### src/rtl/dot_seq_ctrl.sv
// dot_seq_ctrl: Avalon-MM sequencer that streams queued operand pairs through an
// external single-precision multiplier and adder to form a vector dot product.
// Optional feature macro: DOT_SEQ_ZERO_SKIP_EN (pairs with a zero operand are
// consumed in one FETCH cycle without visiting MUL/ACC).
module dot_seq_ctrl #(
   parameter int FIFO_DEPTH = 8,
   parameter int LEN_W      = 16
) (
   input  logic        clk,
   input  logic        reset,
   input  logic [1:0]  address,
   input  logic [31:0] writedata,
   input  logic        write,
   input  logic        read,
   output logic [31:0] readdata,
   output logic [31:0] mul_a,
   output logic [31:0] mul_b,
   input  logic [31:0] mul_out,
   output logic [31:0] add_a,
   output logic [31:0] add_b,
   input  logic [31:0] add_out
);

   localparam int PTR_W = $clog2(FIFO_DEPTH);
   localparam int CNT_W = PTR_W + 1;

   typedef enum logic [2:0] {IDLE, FETCH, MUL, ACC, DONE} state_t;

   state_t             state_q, state_d;
   logic [31:0]        aStage_q;
   logic [LEN_W-1:0]   len_q;
   logic [31:0]        opA_q, opA_d, opB_q, opB_d;
   logic [31:0]        prod_q, prod_d, acc_q, acc_d;
   logic [LEN_W-1:0]   elemCnt_q, elemCnt_d;
   logic               done_q, done_d;
   logic               ovf_q;
   logic [31:0]        readdata_q;
   logic [63:0]        fifoMem [FIFO_DEPTH];
   logic [PTR_W-1:0]   wrPtr_q, rdPtr_q;
   logic [CNT_W-1:0]   fifoCnt_q;

   logic               wrEn, pushReq, pushOk, startReq, clearReq, lenWr;
   logic               fifoEmpty, fifoFull, pop, busy, lastElem;
   logic [31:0]        headA, headB, statusWord, readMux;
   logic [LEN_W-1:0]   elemInc;

   // Bus decode: a read in the same cycle suppresses any write.
   always_comb begin
      wrEn      = write & ~read;
      pushReq   = wrEn && (address == 2'd1);
      clearReq  = wrEn && (address == 2'd3) && writedata[1];
      startReq  = wrEn && (address == 2'd3) && writedata[0];
      lenWr     = wrEn && (address == 2'd2) && (state_q == IDLE);
      fifoEmpty = (fifoCnt_q == '0);
      fifoFull  = (fifoCnt_q == CNT_W'(FIFO_DEPTH));
      pushOk    = pushReq && !fifoFull;
      headA     = fifoMem[rdPtr_q][63:32];
      headB     = fifoMem[rdPtr_q][31:0];
      busy      = (state_q != IDLE);
      elemInc   = elemCnt_q + LEN_W'(1);
      lastElem  = (elemInc == len_q);
   end

   // Sequencer next state and datapath loads; clear overrides everything.
   always_comb begin
      state_d   = state_q;
      opA_d     = opA_q;
      opB_d     = opB_q;
      prod_d    = prod_q;
      acc_d     = acc_q;
      elemCnt_d = elemCnt_q;
      done_d    = done_q;
      pop       = 1'b0;
      case (state_q)
         IDLE: begin
            if (startReq) begin
               acc_d     = '0;
               elemCnt_d = '0;
               done_d    = 1'b0;
               state_d   = (len_q == '0) ? DONE : FETCH;
            end
         end
         FETCH: begin
            if (!fifoEmpty) begin
               pop   = 1'b1;
               opA_d = headA;
               opB_d = headB;
`ifdef DOT_SEQ_ZERO_SKIP_EN
               if ((headA[30:0] == 31'd0) || (headB[30:0] == 31'd0)) begin
                  elemCnt_d = elemInc;
                  state_d   = lastElem ? DONE : FETCH;
               end else begin
                  state_d = MUL;
               end
`else
               state_d = MUL;
`endif
            end
         end
         MUL: begin
            prod_d  = mul_out;
            state_d = ACC;
         end
         ACC: begin
            acc_d     = add_out;
            elemCnt_d = elemInc;
            state_d   = lastElem ? DONE : FETCH;
         end
         DONE: begin
            done_d  = 1'b1;
            state_d = IDLE;
         end
         default: state_d = IDLE;
      endcase
      if (clearReq) begin
         state_d   = IDLE;
         opA_d     = '0;
         opB_d     = '0;
         prod_d    = '0;
         acc_d     = '0;
         elemCnt_d = '0;
         done_d    = 1'b0;
         pop       = 1'b0;
      end
   end

   // Status word and read-back multiplexer.
   always_comb begin
      statusWord = {16'(elemCnt_q), 8'(fifoCnt_q), 3'b000, busy, done_q, ovf_q,
                    fifoFull, fifoEmpty};
      case (address)
         2'd0:    readMux = acc_q;
         2'd1:    readMux = statusWord;
         2'd2:    readMux = 32'(len_q);
         default: readMux = aStage_q;
      endcase
   end

   // All control and datapath registers, cleared asynchronously by reset.
   always_ff @(posedge clk or negedge reset) begin
      if (!reset) begin
         state_q    <= IDLE;
         aStage_q   <= '0;
         len_q      <= '0;
         opA_q      <= '0;
         opB_q      <= '0;
         prod_q     <= '0;
         acc_q      <= '0;
         elemCnt_q  <= '0;
         done_q     <= 1'b0;
         ovf_q      <= 1'b0;
         readdata_q <= '0;
         wrPtr_q    <= '0;
         rdPtr_q    <= '0;
         fifoCnt_q  <= '0;
      end else begin
         state_q   <= state_d;
         opA_q     <= opA_d;
         opB_q     <= opB_d;
         prod_q    <= prod_d;
         acc_q     <= acc_d;
         elemCnt_q <= elemCnt_d;
         done_q    <= done_d;
         if (clearReq)
            ovf_q <= 1'b0;
         else if (pushReq && fifoFull)
            ovf_q <= 1'b1;
         if (wrEn && (address == 2'd0))
            aStage_q <= writedata;
         if (lenWr)
            len_q <= writedata[LEN_W-1:0];
         if (read)
            readdata_q <= readMux;
         if (clearReq) begin
            wrPtr_q   <= '0;
            rdPtr_q   <= '0;
            fifoCnt_q <= '0;
         end else begin
            if (pushOk)
               wrPtr_q <= wrPtr_q + PTR_W'(1);
            if (pop)
               rdPtr_q <= rdPtr_q + PTR_W'(1);
            if (pushOk && !pop)
               fifoCnt_q <= fifoCnt_q + CNT_W'(1);
            else if (pop && !pushOk)
               fifoCnt_q <= fifoCnt_q - CNT_W'(1);
         end
      end
   end

   // Pair storage; emptiness is tracked by the pointers, so no reset is needed.
   always_ff @(posedge clk) begin
      if (pushOk)
         fifoMem[wrPtr_q] <= {aStage_q, writedata};
   end

   assign readdata = readdata_q;
   assign mul_a    = opA_q;
   assign mul_b    = opB_q;
   assign add_a    = prod_q;
   assign add_b    = acc_q;

endmodule

### config.mk
export PLATFORM = sky130hd
export DESIGN_NAME = dot_seq_ctrl
export DESIGN_NICKNAME = d
export VERILOG_FILES = /design/src/rtl/dot_seq_ctrl.sv
export SDC_FILE = /design/constraint.sdc
export NUM_CORES = 1
export LEC_CHECK = 0
export BUFFER_PORTS_ARGS = -buffer_cell sky130_fd_sc_hd__buf_2
export CAP_MARGIN = 20
export CORE_ASPECT_RATIO = 0.7
export CORE_MARGIN = 3
export CORE_UTILIZATION = 41
export CTS_BUF_LIST = sky130_fd_sc_hd__clkbuf_8
export DETAILED_ROUTE_END_ITERATION = 8
export SLEW_MARGIN = 20
export SYNTH_ARGS = -nofsm -noshare
export SYNTH_HDL_FRONTEND = slang
export SYNTH_SLANG_ARGS = --single-unit
### constraint.sdc
create_clock -name clk -period 7.4 [get_ports clk]
set_input_delay 0.74 -clock clk [delete_from_list [all_inputs] [get_ports clk]]
set_output_delay 0.74 -clock clk [all_outputs]
set_load 0.05 [all_outputs]
# ---- After elaboration in Yosys (flattened, before gate mapping)
# Memory sizes are Yosys's and may differ from the RTL's.
# Index checks and enable logic that the tools add are counted.
dict set report totals {
  reg_bits 239
  ramBits 512
  in_bits 102
  out_inout_bits 160
  wordCells 103
  n_memories 1
}
dict set report op_classes {
  n_addsub 5
  eq_ne 12
  mux 38
  bitwise_logic 2
  n_reduce_logical 31
}
# name depth word_bits rd rd_ports_with_merged_regs wr line
set mem_list {}
lappend mem_list {fifoMem 8 64 1 0 1 38} ;# logic [63:0] fifoMem [FIFO_DEPTH];
# op n
set ops {}
lappend ops {{$mux 32} 10}
lappend ops {{$pmux 32 s3} 1}
lappend ops {{$pmux 32 s2} 1}
lappend ops {{$mux 16} 2}
lappend ops {{$pmux 16 s2} 1}
lappend ops {{$mux 3} 9}
lappend ops {{$add 16x1->16 const B} 1}
lappend ops {{$eq 16x16->1} 1}
lappend ops {{$logic_not 16->1} 1}
lappend ops {{$mux 4} 3}
lappend ops {{$pmux 3 s4} 1}
lappend ops {{$reduce_bool 3->1} 4}
lappend ops {{$logic_and 1x1->1} 11}
lappend ops {{$reduce_bool 2->1} 5}
lappend ops {{$mux 1} 9}
lappend ops {{$reduce_and 2->1} 4}
lappend ops {{$add 3x1->3 const B} 2}
lappend ops {{$eq 3x2->1 const B} 2}
lappend ops {{$ne 3x3->1 const B} 2}
lappend ops {{$add 4x1->4 const B} 1}
lappend ops {{$eq 2x2->1 const B} 2}
lappend ops {{$eq 4x4->1 const B} 1}
lappend ops {{$logic_not 4->1} 1}
lappend ops {{$sub 4x1->4 const B} 1}
lappend ops {{10 further kinds} 12}

# ---- Longest topological paths before layout
dict set report depth {
  depth_word 9
  depth_mapped 11
  depth_no_buf 10
}

# ---- Least setup slack after synthesis
# No wires, ideal clock.
dict set report synth_timing {
  path_type {input -> register}
  start {input address[0]}
  end {memory fifoMem[0][0] (enable)}
  setup_ns 0.644
  arrival_time_ns 7.528
  required_time_ns 6.756
  path_slack_ns -0.771
  path_stages 5
  n_path_buf 2
  path_cell_list {buf_4 > nand3b_1 > or3_1 > clkbuf_1 > nor4_1}
}
dict set report synth_via {
  elab_chain_len 5
}
# element line
set synth_rtl {}
lappend synth_rtl {{start: declaration} 11} ;# input logic [1:0] address,
lappend synth_rtl {{$eq 2x1->1} 50} ;# pushReq = wrEn && (address == 2'd1);
lappend synth_rtl {{$logic_and 1x1->1} 50}
lappend synth_rtl {{$logic_and 1x1->1} 56} ;# pushOk = pushReq && !fifoFull;
lappend synth_rtl {{$mux 1} 193} ;# if (pushOk)
lappend synth_rtl {{$mux 1 (implied by the code)} 194} ;# fifoMem[wrPtr_q] <= {aStage_q, writedata};
lappend synth_rtl {{end: declaration} 38}
# No other way between the ends.

# ---- Worst setup path after layout
dict set report layout_timing {
  start {input address[0]}
  end {memory fifoMem[3][21] (enable)}
}
# The elaborated chain is that of the path after synthesis.

==> summary.txt <==
CTS
  – Post-CTS Setup Inserts: 0
  – Num CTS Buffers: ~110
  – Clock tree root buffer cell: clkbuf_8
  – Clock tree buffer depth: 3
  – Clock Sinks: 751
  – CTS tree: yes
  – Post-CTS sizing: 0
  – Htree depth: 3
  – Skew-Pair Late Insertion Delay: a little over 0.7 ns
  – Clk slew on worst S/H paths: approximately 0.090 ns

Global route
  – Antenna violations before repair: 5
  – First-pass GRT wire length: 114 mm
  – Grt ovf: 0
  – All-Layer GR Usage: 20.1%
  – Largest net degree at the start of global routing: approximately 170
  – Vias in the first global route: around 17k

Critical path
  – Reg-to-reg endpoint: fifoMem[3][21]
  – CP Max Fanout: 40
  – Reg2reg start: fifoCnt_q[1]
  – Flop2flop setup slack: 3.90 ns
  – WP data required: between 7 and 8 ns
  – Crit path DAT: approximately 4 ns
  – CP startpoint kind: input port
  – Critical path endpoint category: flip-flop
  – CP Cell Sequence: buf_2, buf_4, nand3b_1, nor3_1, nand2_1, nor2_4, buf_4
  – Slowest-stage cell, CP: nor2_4
  – Crit Path Class: in2reg
  – Crit path top cell by count: buf_4
  – Register-to-Register Path Depth: 5
  – Slowest stage delay, CP: 0.91 ns

Routing
  – Wirelength, routed: ~76 mm
  – DRT iter0 DRCs: 1,453
  – Via Count: approximately 17k
  – Avg Vias per Cell: roughly 5.5
  – ANT nets after route: 0
  – Drt pass-1 iters: 5
  – Wire per inst: between 20 and 25 um
  – # DRC: 0

Power
  – Int Power: between 8 and 9 mW
  – Register share of total power: 41.4%
  – Max VDD drop: roughly 0.29 mV
  – Psw: between 5 and 6 mW
  – Clock Power Share: about a quarter
  – Pleak: 12.8 nW
  – PwrDens: about 410 nW/um^2
  – Pwr Total: approximately 14 mW
  – Combinational Power Share: 33.2%
  – Switch share: about 38%

Logic synthesis
  – Mapped Area: around 30,000 sq um
  – #FFs+latches synth: about 750
  – Syn. warnings: 0
  – Ranking of synthesized cells by area: edfxtp_1 (52%), dfrtp_1 (20%), mux4_2 (10%)
  – Main synth FF type: edfxtp_1
  – Top-area cell type share of the netlist area: roughly half
  – Yosys cell types: 63
  – Cell taking the most area after synthesis: edfxtp_1
  – Synthesized net count: around 1.8k
  – Synth Area in Simple Gates: between 4 and 5%
  – Sequential area share after synthesis: a little over 70%
  – Adder-Cell Fraction of Synth Area: less than 1%
  – Area share of xor/xnor cells in the synthesized design: less than 1%
  – Cell count after synthesis: 1,724
  – Post-synth EDFFs: 512
  – Synth async-reset ratio: a little under a third
  – Mux cell area share after synthesis: between 10% and 20%
  – Post-synthesis compound-gate area fraction: 5.22%
  – Syn_area_per_cell: between 15 and 20 sq um
  – Largest family of logic cells by synthesized area: multiplexers

Final layout
  – Syn-to-layout area delta: 16.1%
  – Fillers: about 6k
  – Most frequent cells in the layout: edfxtp_1 (512), buf_2 (260), dfrtp_1 (236), mux4_2 (136), nor2_1 (133)
  – Final nets: 2,125
  – Area occupied by registers: roughly 21,000 sq um
  – Area of the multi-input gates: approximately 8000 sq um
  – Layout cell share with drive strength beyond 1: between 30% and 40%
  – Most common cell after layout, fill and taps aside: edfxtp_1
  – Core Util, Final: about half

STA
  – Min cycle time layout: 3.66 ns
  – Final Setup Violations: 0
  – Worst slew pin tran: 1.08 ns
  – Layout Skew: 0.0452 ns
  – Setup Total Neg Slack: 0 ns
  – F_max: between 0.2 and 0.3 GHz
  – RSZ-0062 raised after global routing: false
  – Slew Viols, Final: 0
  – Fin. Hold Viols: 0
  – Worst rel slew slack: 28.1%
  – Final Cycle Share: approximately 49%

Die
  – Die height: 231 um
  – DIE WIDTH: roughly 330 um
  – Starting Density: between 40% and 50%
  – Die Area: 75,900 sq um
  – Rows: between 80 and 90
  – Core box area: between 70,000 and 80,000 sq um
  – IO Pins: approximately 260

Outcome
  – Status: finished clean

Placed design
  – GPL Wtd Cong: 0.867
  – IO buf count: approximately 260
  – DP Wirelength: ~47 mm

Hold path
  – Hold Path Stages: 2
  – Worst hold endpoint: add_b[13]
  – Hold Crit Class: in2reg
  – Hold path start: add_out[13]

Job
  – Max Cap Viol: 0
[power by group through the flow]
stage	Sequential (mW)	Combinational [mW]	Clock, mW
global route	5.91	5.00	3.86
global placement	5.87	4.67	0
finish	5.82	4.67	3.58
detailed placement	5.90	4.72	0
CTS	5.83	4.74	3.66
floorplan	6.88	2.30	0
[worst max path at each step]
stage,from,endpoint,depth (start not counted)
floorplan,address[0],fifoMem[2][0],5
global placement,address[0],fifoMem[3][20],7
detailed placement,address[0],fifoMem[3][21],7
CTS,address[0],fifoMem[3][58],7
global route,address[0],fifoMem[3][12],7
finish,address[0],fifoMem[3][21],7
[logic make-up after synthesis]
kind of cell / Yosys count
xor+xnor: 27
buf+inv: 116
flops: 751
compound gates: 237
mux: 285
fa+ha+maj: 6
simple gates: 302
[synthesized netlist by cell type (all sizes together), types with 5 or more instances]
| cell type | count |
|---|---|
| a211oi | 68 |
| a21oi | 85 |
| a22o | 34 |
| a22oi | 8 |
| and2 | 7 |
| and3 | 9 |
| buf | 50 |
| clkbuf | 60 |
| dfrtp | 239 |
| edfxtp | 512 |
| ha | 5 |
| inv | 6 |
| mux2 | 65 |
| mux2i | 84 |
| mux4 | 136 |
| nand2 | 89 |
| nand2b | 8 |
| nand3 | 9 |
| nand4 | 5 |
| nor2 | 136 |
| nor3 | 11 |
| nor4 | 9 |
| o21ai | 26 |
| xnor2 | 19 |
| xor2 | 8 |
[flip-flops by register name (all words and copies together) (netlist names), 4 cells and up]
signal     flops
mul_a         32
fifoMem      512
mul_b         32
readdata      32
fifoCnt_q      4
add_a         32
len_q         16
add_b         32
elemCnt_q     16
aStage_q      32
[worst max-delay path, delay by kind of cell]
kind | cells | cell delay (ns)
buf+inv | 3 | 1.25
simple gates | 4 | 1.96
[cell type report]
type	instances	share of cell area, %
antenna	2	0.0145
clock buffer	124	4.94
clock inverter	85	1.99
inverter	6	0.0652
multi-input combinational	857	23.1
sequential	751	61.8
tap	954	3.45
timing repair buffer	290	4.62
[layer usage]
layer / track usage [%] / wire (um)
met1: 30.5 / 34600
met3: 5.33 / 6350
met4: 5.05 / 1320
met5: 0 / 33
met2: 28.8 / 33500
[what timing repair did]
| action | CTS | global route |
|---|---|---|
| hold endpoints to repair | 2 | 0 |
| hold buffers | 1 | 0 |
| endpoints found under the setup margin | 0 | 0 |
[per-stage QoR]
step | hold slack [ns] | instances | setup WS [ns] | instance area, sq um
floorplan | 0.444 | 1724 | 0.922 | 29800
detailed placement | 0.492 | 2855 | 2.94 | 32100
finish | 0.237 | 3069 | 3.74 | 34600
CTS | 0.170 | 3065 | 3.72 | 34500
global placement | 0.493 | 2854 | 3.05 | 32100
global route | 0.195 | 3068 | 3.44 | 34600
No activity file was read; power rests on OpenSTA's default activity.
